**src/rtl/mem_req_pkg.sv**
```systemverilog
// Shared definitions for the data-memory request block: memop bit indices,
// FSM state encoding and SRAM-like size codes.
package mem_req_pkg;

    localparam int MMOP_W   = 12;
    localparam int MMOP_LB  = 0;
    localparam int MMOP_LBU = 1;
    localparam int MMOP_LH  = 2;
    localparam int MMOP_LHU = 3;
    localparam int MMOP_LW  = 4;
    localparam int MMOP_SB  = 5;
    localparam int MMOP_SH  = 6;
    localparam int MMOP_SW  = 7;
    localparam int MMOP_LWL = 8;
    localparam int MMOP_LWR = 9;
    localparam int MMOP_SWL = 10;
    localparam int MMOP_SWR = 11;

    localparam logic [1:0] SIZE_BYTE = 2'd0;
    localparam logic [1:0] SIZE_HALF = 2'd1;
    localparam logic [1:0] SIZE_WORD = 2'd2;

    typedef enum logic [1:0] {
        ST_IDLE = 2'd0,
        ST_REQ  = 2'd1,
        ST_WAIT = 2'd2,
        ST_DONE = 2'd3
    } state_e;

endpackage

```
**src/rtl/store_align.sv**
```systemverilog
// Combinational decode of a memop: bus size, write flag, aligned address,
// byte strobes, lane-aligned store data and address-error detection.
module store_align
    import mem_req_pkg::*;
(
    input  logic [11:0] memop,
    input  logic [31:0] addr,
    input  logic [31:0] rt,
    output logic        wr,
    output logic [1:0]  size,
    output logic [31:0] bus_addr,
    output logic [3:0]  wstrb,
    output logic [31:0] wdata,
    output logic        adel,
    output logic        ades
);

    logic [1:0] low_s;
    logic       unaligned_op_s;

    assign low_s          = addr[1:0];
    assign unaligned_op_s = memop[MMOP_LWL] | memop[MMOP_LWR] | memop[MMOP_SWL] | memop[MMOP_SWR];

    // Decode request attributes from the one-hot memop.
    always_comb begin
        wr       = memop[MMOP_SB] | memop[MMOP_SH] | memop[MMOP_SW] | memop[MMOP_SWL] | memop[MMOP_SWR];
        bus_addr = unaligned_op_s ? {addr[31:2], 2'b00} : addr;
        adel     = ((memop[MMOP_LH] | memop[MMOP_LHU]) & addr[0]) | (memop[MMOP_LW] & (low_s != 2'b00));
        ades     = (memop[MMOP_SH] & addr[0]) | (memop[MMOP_SW] & (low_s != 2'b00));
        size     = SIZE_WORD;
        wstrb    = 4'b0000;
        wdata    = 32'h0000_0000;
        case (1'b1)
            memop[MMOP_LB], memop[MMOP_LBU]: size = SIZE_BYTE;
            memop[MMOP_LH], memop[MMOP_LHU]: size = SIZE_HALF;
            memop[MMOP_SB]: begin
                size  = SIZE_BYTE;
                wstrb = 4'b0001 << low_s;
                wdata = {4{rt[7:0]}};
            end
            memop[MMOP_SH]: begin
                size  = SIZE_HALF;
                wstrb = 4'b0011 << low_s;
                wdata = {2{rt[15:0]}};
            end
            memop[MMOP_SW]: begin
                wstrb = 4'b1111;
                wdata = rt;
            end
            // swl writes the high bytes of rt into the low lanes up to addr.
            memop[MMOP_SWL]: begin
                wstrb = 4'b1111 >> (2'd3 - low_s);
                wdata = rt >> (5'd24 - {low_s, 3'b000});
            end
            memop[MMOP_SWR]: begin
                wstrb = 4'b1111 << low_s;
                wdata = rt << {low_s, 3'b000};
            end
            default: begin
                size  = SIZE_WORD;
                wstrb = 4'b0000;
                wdata = 32'h0000_0000;
            end
        endcase
    end

endmodule

```
**src/rtl/mem_req.sv**
```systemverilog
// Data-memory request FSM between EXE and MEM: issues one SRAM-like access at
// a time, waits for its data, and hands the result to MEM.
module mem_req
    import mem_req_pkg::*;
(
    input  logic        clk,
    input  logic        rst,
    input  logic        exe_valid_i,
    input  logic [11:0] exe_memop_i,
    input  logic [31:0] exe_memaddr_i,
    input  logic [31:0] exe_storedata_i,
    input  logic        exe_flush_i,
    input  logic        mem_stall_i,
    output logic        data_req_o,
    output logic        data_wr_o,
    output logic [1:0]  data_size_o,
    output logic [31:0] data_addr_o,
    output logic [3:0]  data_wstrb_o,
    output logic [31:0] data_wdata_o,
    input  logic        data_addr_ok_i,
    input  logic        data_data_ok_i,
    input  logic [31:0] data_rdata_i,
    output logic [31:0] mem_memdata_o,
    output logic [1:0]  mem_memaddr_low_o,
    output logic [11:0] mem_memop_o,
    output logic        mem_valid_o,
    output logic        adel_o,
    output logic        ades_o,
    output logic [31:0] badvaddr_o,
    output logic        memreq_stall_o
);

    state_e      state_r, state_s;
    logic        cancel_r, cancel_s;
    logic        latch_req_s, latch_data_s, stall_s, valid_s, cancel_eff_s;
    logic        present_s, accept_s;
    logic [11:0] op_r;
    logic [31:0] addr_r, wdata_r, memdata_r;
    logic [1:0]  low_r, size_r;
    logic [3:0]  wstrb_r;
    logic        wr_r;
    logic        sa_wr_s, sa_adel_s, sa_ades_s;
    logic [1:0]  sa_size_s;
    logic [31:0] sa_addr_s, sa_wdata_s;
    logic [3:0]  sa_wstrb_s;

    store_align u_store_align (
        .memop    (exe_memop_i),
        .addr     (exe_memaddr_i),
        .rt       (exe_storedata_i),
        .wr       (sa_wr_s),
        .size     (sa_size_s),
        .bus_addr (sa_addr_s),
        .wstrb    (sa_wstrb_s),
        .wdata    (sa_wdata_s),
        .adel     (sa_adel_s),
        .ades     (sa_ades_s)
    );

    // A flush arriving in the same cycle as the response still cancels it.
    assign cancel_eff_s = cancel_r | exe_flush_i;
    assign present_s    = (state_r == ST_IDLE) & exe_valid_i & (exe_memop_i != 12'h000) & ~exe_flush_i;
    assign accept_s     = present_s & ~sa_adel_s & ~sa_ades_s;

    // Next-state and per-state control.
    always_comb begin
        state_s      = state_r;
        cancel_s     = cancel_r;
        latch_req_s  = 1'b0;
        latch_data_s = 1'b0;
        stall_s      = 1'b0;
        valid_s      = 1'b0;
        case (state_r)
            ST_IDLE: begin
                cancel_s = 1'b0;
                if (accept_s) begin
                    state_s     = ST_REQ;
                    latch_req_s = 1'b1;
                    stall_s     = 1'b1;
                end else begin
                    state_s = ST_IDLE;
                end
            end
            ST_REQ: begin
                stall_s = 1'b1;
                if (data_addr_ok_i & data_data_ok_i) begin
                    state_s      = cancel_eff_s ? ST_IDLE : ST_DONE;
                    latch_data_s = ~cancel_eff_s;
                    cancel_s     = 1'b0;
                end else if (data_addr_ok_i) begin
                    state_s  = ST_WAIT;
                    cancel_s = cancel_eff_s;
                end else begin
                    cancel_s = cancel_eff_s;
                end
            end
            ST_WAIT: begin
                stall_s = 1'b1;
                if (data_data_ok_i) begin
                    state_s      = cancel_eff_s ? ST_IDLE : ST_DONE;
                    latch_data_s = ~cancel_eff_s;
                    cancel_s     = 1'b0;
                end else begin
                    cancel_s = cancel_eff_s;
                end
            end
            ST_DONE: begin
                valid_s = ~exe_flush_i;
                if (exe_flush_i | ~mem_stall_i) begin
                    state_s = ST_IDLE;
                end else begin
                    state_s = ST_DONE;
                end
            end
            default: begin
                state_s  = ST_IDLE;
                cancel_s = 1'b0;
            end
        endcase
    end

    // State, cancel flag and latched request/response fields.
    always_ff @(posedge clk) begin
        if (rst) begin
            state_r   <= ST_IDLE;
            cancel_r  <= 1'b0;
            op_r      <= 12'h000;
            addr_r    <= 32'h0000_0000;
            low_r     <= 2'b00;
            size_r    <= 2'b00;
            wr_r      <= 1'b0;
            wstrb_r   <= 4'b0000;
            wdata_r   <= 32'h0000_0000;
            memdata_r <= 32'h0000_0000;
        end else begin
            state_r  <= state_s;
            cancel_r <= cancel_s;
            if (latch_req_s) begin
                op_r    <= exe_memop_i;
                addr_r  <= sa_addr_s;
                low_r   <= exe_memaddr_i[1:0];
                size_r  <= sa_size_s;
                wr_r    <= sa_wr_s;
                wstrb_r <= sa_wstrb_s;
                wdata_r <= sa_wdata_s;
            end
            if (latch_data_s) begin
                memdata_r <= data_rdata_i;
            end
        end
    end

    assign data_req_o        = ~rst & (state_r == ST_REQ);
    assign data_wr_o         = wr_r;
    assign data_size_o       = size_r;
    assign data_addr_o       = addr_r;
    assign data_wstrb_o      = wstrb_r;
    assign data_wdata_o      = wdata_r;
    assign mem_memdata_o     = memdata_r;
    assign mem_memaddr_low_o = low_r;
    assign mem_memop_o       = op_r;
    assign mem_valid_o       = ~rst & valid_s;
    assign memreq_stall_o    = ~rst & stall_s;
    assign adel_o            = ~rst & present_s & sa_adel_s;
    assign ades_o            = ~rst & present_s & sa_ades_s;
    assign badvaddr_o        = (adel_o | ades_o) ? exe_memaddr_i : 32'h0000_0000;

endmodule

```
**config.mk**
```make
export PLATFORM = sky130hd
export DESIGN_NAME = mem_req
export DESIGN_NICKNAME = d
export VERILOG_FILES = /design/src/rtl/mem_req_pkg.sv /design/src/rtl/store_align.sv /design/src/rtl/mem_req.sv
export SDC_FILE = /design/constraint.sdc
export NUM_CORES = 1
export LEC_CHECK = 0
export BUFFER_PORTS_ARGS = -buffer_cell sky130_fd_sc_hd__buf_4
export CAP_MARGIN = 20
export CORE_ASPECT_RATIO = 1.2
export CORE_MARGIN = 2
export CORE_UTILIZATION = 35
export DETAILED_ROUTE_END_ITERATION = 10
export GPL_TIMING_DRIVEN = 0
export PLACE_DENSITY = 0.71
export SLEW_MARGIN = 40
export SYNTH_ARGS = -nofsm -noshare
export SYNTH_HDL_FRONTEND = slang
export SYNTH_HIERARCHICAL = 1
export SYNTH_SLANG_ARGS = --single-unit
```
**constraint.sdc**
```tcl
create_clock -name clk -period 4.3 [get_ports clk]
set_clock_uncertainty 0.15 [all_clocks]
set_input_delay 0.43 -clock clk [delete_from_list [all_inputs] [get_ports clk]]
set_output_delay 0.43 -clock clk [all_outputs]
set_load 0.01 [all_outputs]
```
==> flow_summary_export.csv <==
group,metric,value,unit
grt,grt_pass1_vias,7478,
worst_setup_path,worstSetupPathType,"in -> out",
floorplanning,die_x,132,microns
pwr,clkPwrFrac,48.7,%
timing,tns,0,ns
detailed_routing,wirelength,27300,microns
synthesis,synth_area,6890,sq um
detailed_routing,drc,0,
finish,area.sequential,2400,sq um
worst_setup_path,critPathSlowestCell,"o21ai_0",
min_path,hold_path_class,"in -> reg",
worst_setup_path,crit_fanout,10,
synthesis,avgSynthCellArea,7.88,sq um
clocking,cts.clk_slew.worst_paths,0.06,ns
finish,fillerInstances,1959,
finish,area_delta_synth_final,42.8,%
pwr,peakVddDrop,0.344,mV
clocking,cts_setup_buffers,0,
floorplanning,io_pins,269,
floorplanning,num_rows,56,
timing,drv_slew,0,
clocking,root_buffer,"clkbuf_16",
timing,hold_viol,0,
finish,drive_gt1_share,33.5,%
detailed_routing,ant_nets,0,
min_path,hold_start,"data_rdata_i[26]",
detailed_routing,drtIter0Drc,428,
pwr,p_per_area,307,nW/um^2
run,cap_violations,0,
worst_setup_path,path_cells,"buf_4, buf_6, buf_6, inv_1, ha_1, o21ai_0, nor2_1, nor4_4, clkbuf_2, and2_1, buf_4",
worst_setup_path,endpoint_kind,"output pin",
clocking,htreeDepth,4,
synthesis,ys_types,58,
worst_setup_path,cp-start-kind,"input port",
clocking,clkSinkCount,120,
synthesis,seq_area_frac_synth,34.9,%
grt,grt_max_degree,17,
timing,post-route-min-period,3.49,ns
timing,rsz0062_at_grt,"false",
synthesis,ys_warn_count,6,
synthesis,synth_top_area_cell,"dfxtp_1",
detailed_routing,wire_per_inst,19.1,microns
timing,fin_crit_sh,81.2,%
run_status,outcome,"complete, no violations",
timing,max_slew_margin,53.5,%
floorplanning,die-area,20800,sq um
finish,nNetsFinal,1285,
placement,gp_congestion,0.967,
grt,grt_overflow,0,
pwr,power_leakage,0.00400,uW
worst_setup_path,worstReg2RegStart,"state_r[0]",
floorplanning,die_h,158,microns
worst_setup_path,slowest_delay,0.40,ns
clocking,cts_resized,0,
timing,worst_pin_slew,0.698,ns
floorplanning,core,19400,sq um
pwr,swShare,25.2,%
grt,antenna_found_initial,0,
finish,multiInputGateArea,3810,sq um
clocking,cts_buffers,17,
worst_setup_path,arrival,2.91,ns
floorplanning,initial_utilization,35.5,%
pwr,seq_power_share,37.4,%
detailed_routing,viasPerCell,5.48,
synthesis,yosys_register_bits,120,
synthesis,synth_edf_count,0,
worst_setup_path,crit_start,"exe_memaddr_i[0]",
clocking,holdBufCountCts,0,
placement,port_buffers,267,
synthesis,synthArstFlopShare,0,%
grt,grt_usage,25.2,%
clocking,cts_buffer_depth,2,
timing,holdWs,0.109,ns
clocking,clk_latency,0.41,ns
timing,max_freq,286,MHz
placement,hpwl,20500,microns
synthesis,synth_area_leaders,"dfxtp_1 35%, a21oi_1 11%, o21ai_0 6.3%",
pwr,p_total,3020,uW
timing,setup_viol,0,
synthesis,syn_inst,874,
synthesis,syn_nets,999,
grt,grt_pass1_wl,41000,microns
finish,n_antenna_cell,0,
worst_setup_path,worstPathRequired,3.72,ns
clocking,cts_tree,"done",
synthesis,ys.flop_type,"dfxtp_1",
synthesis,synth_top_area_share,34.9,%
detailed_routing,vias,7857,
pwr,power_report.internal_total,2260,uW
detailed_routing,dr.pass1.iters,5,
pwr,power_frac_comb,13.9,%
pwr,power.switching,761,uW
-- final timing paths --
kind	end	slack, ns	cells past startpoint
setup / recovery	badvaddr_o[26]	0.81	11
hold / removal	mem_memdata_o[26]	0.11	3
setup reg to reg	data_wdata_o[7]	1.85	8
hold reg to reg	mem_memdata_o[7]	0.30	2
-- flip-flops by register name (all words and copies together), names as in the netlist --
register / count
mem_memdata_o: 32
data_addr_o: 32
mem_memaddr_low_o: 2
state_r: 2
mem_memop_o: 12
cancel_r: 1
data_wr_o: 1
data_wstrb_o: 4
data_wdata_o: 32
data_size_o: 2
-- stage by stage --
step	setup slack, ns	instance area (sq um)	utilization (%)	std cells
2_1_floorplan	1.74	6890	-	874
3_3_place_gp	0.793	9220	47.5	1402
3_5_place_dp	0.706	9220	47.5	1402
4_1_cts	0.707	9830	50.6	1434
5_1_grt	0.565	9830	50.7	1434
6_report	0.808	9830	50.7	1434
-- cells by family (layout without fill, tap and decap cells) --
logic type | after synthesis | count (layout) | share of synthesized area, %
compound gates | 333 | 333 | 28.7
fa+ha+maj | 10 | 10 | 1.82
buf+inv | 127 | 426 | 9.92
flops | 120 | 120 | 34.9
mux | 32 | 32 | 5.98
simple gates | 252 | 252 | 18.7
-- layer usage --
layer	track usage (%)	up-vias	wire length, microns
met5	0	-	0
met4	12.3	0	1010
met3	6.88	64	2350
met2	43.2	375	13500
met1	29.2	3699	10400
li1	-	3719	-
-- power groups by stage --
stage / sequential [uW] / clock, uW / combinational, uW
2_1_floorplan: 1160 / 0 / 199
3_3_place_gp: 1150 / 0 / 412
3_5_place_dp: 1150 / 0 / 414
4_1_cts: 1130 / 1490 / 416
5_1_grt: 1130 / 1550 / 449
6_report: 1130 / 1470 / 420
-- final cells by class --
cell class	count	area share, %
Tap cell	261	3.32
Timing Repair Buffer	267	20.4
Multi-Input combinational cell	627	38.7
Sequential cell	120	24.4
Clock buffer	21	4.68
Inverter	11	0.420
Clock inverter	11	1.49
Buffer	116	6.53
-- critical path: cells and delay by family --
family / cells / cell delay (ns)
AND/OR/NAND/NOR: 3 / 0.72
buffers and inverters: 6 / 1.08
AO/OA/AOI/OAI: 1 / 0.40
adder cells (fa/ha/maj): 1 / 0.27
-- placed cells by master, fill, tap and decap left out, types with 3 or more instances in the layout --
master     instances
clkbuf_16         17
or3_1              3
nand2_1           82
mux4_2             6
o221ai_1          15
a31oi_1            3
a32o_1             9
a21oi_1          156
clkbuf_1          50
nand2b_1           8
a211oi_1           4
clkinv_2           3
inv_1             10
o21ai_0           86
nor3_1             7
buf_1              4
a221oi_1           6
o21ai_1            6
nand3_1           82
o21bai_1           9
mux2_2            13
o311ai_0           7
o22a_1            13
mux2i_1           13
buf_6              5
and2_1            35
buf_4            305
clkbuf_2           9
buf_2             12
or3b_2             3
dfxtp_1          120
bufinv_16          3
nor4_1             3
ha_1              10
nor2_1            14
-- synthesized netlist by cell type, types with 3 or more instances --
cell      number
a21oi_1      156
o21bai_1      10
or3_1          3
o311ai_0       7
clkbuf_1      48
a32o_1         9
a31oi_1        3
buf_1          4
buf_4         38
a221oi_1       6
nor2_1        14
dfxtp_1      120
ha_1          10
mux4_2         6
clkbuf_2       9
nand3_1       82
nand2_1       82
o21ai_1        6
o22a_1        13
inv_1         10
o221ai_1      15
nand2b_1       8
mux2_2        13
o21ai_0       86
nor3_1         7
or3b_2         3
nor4_1         3
buf_6          5
mux2i_1       13
buf_2         12
and2_1        35
a211oi_1       4
(Power assumes the default switching activity.)
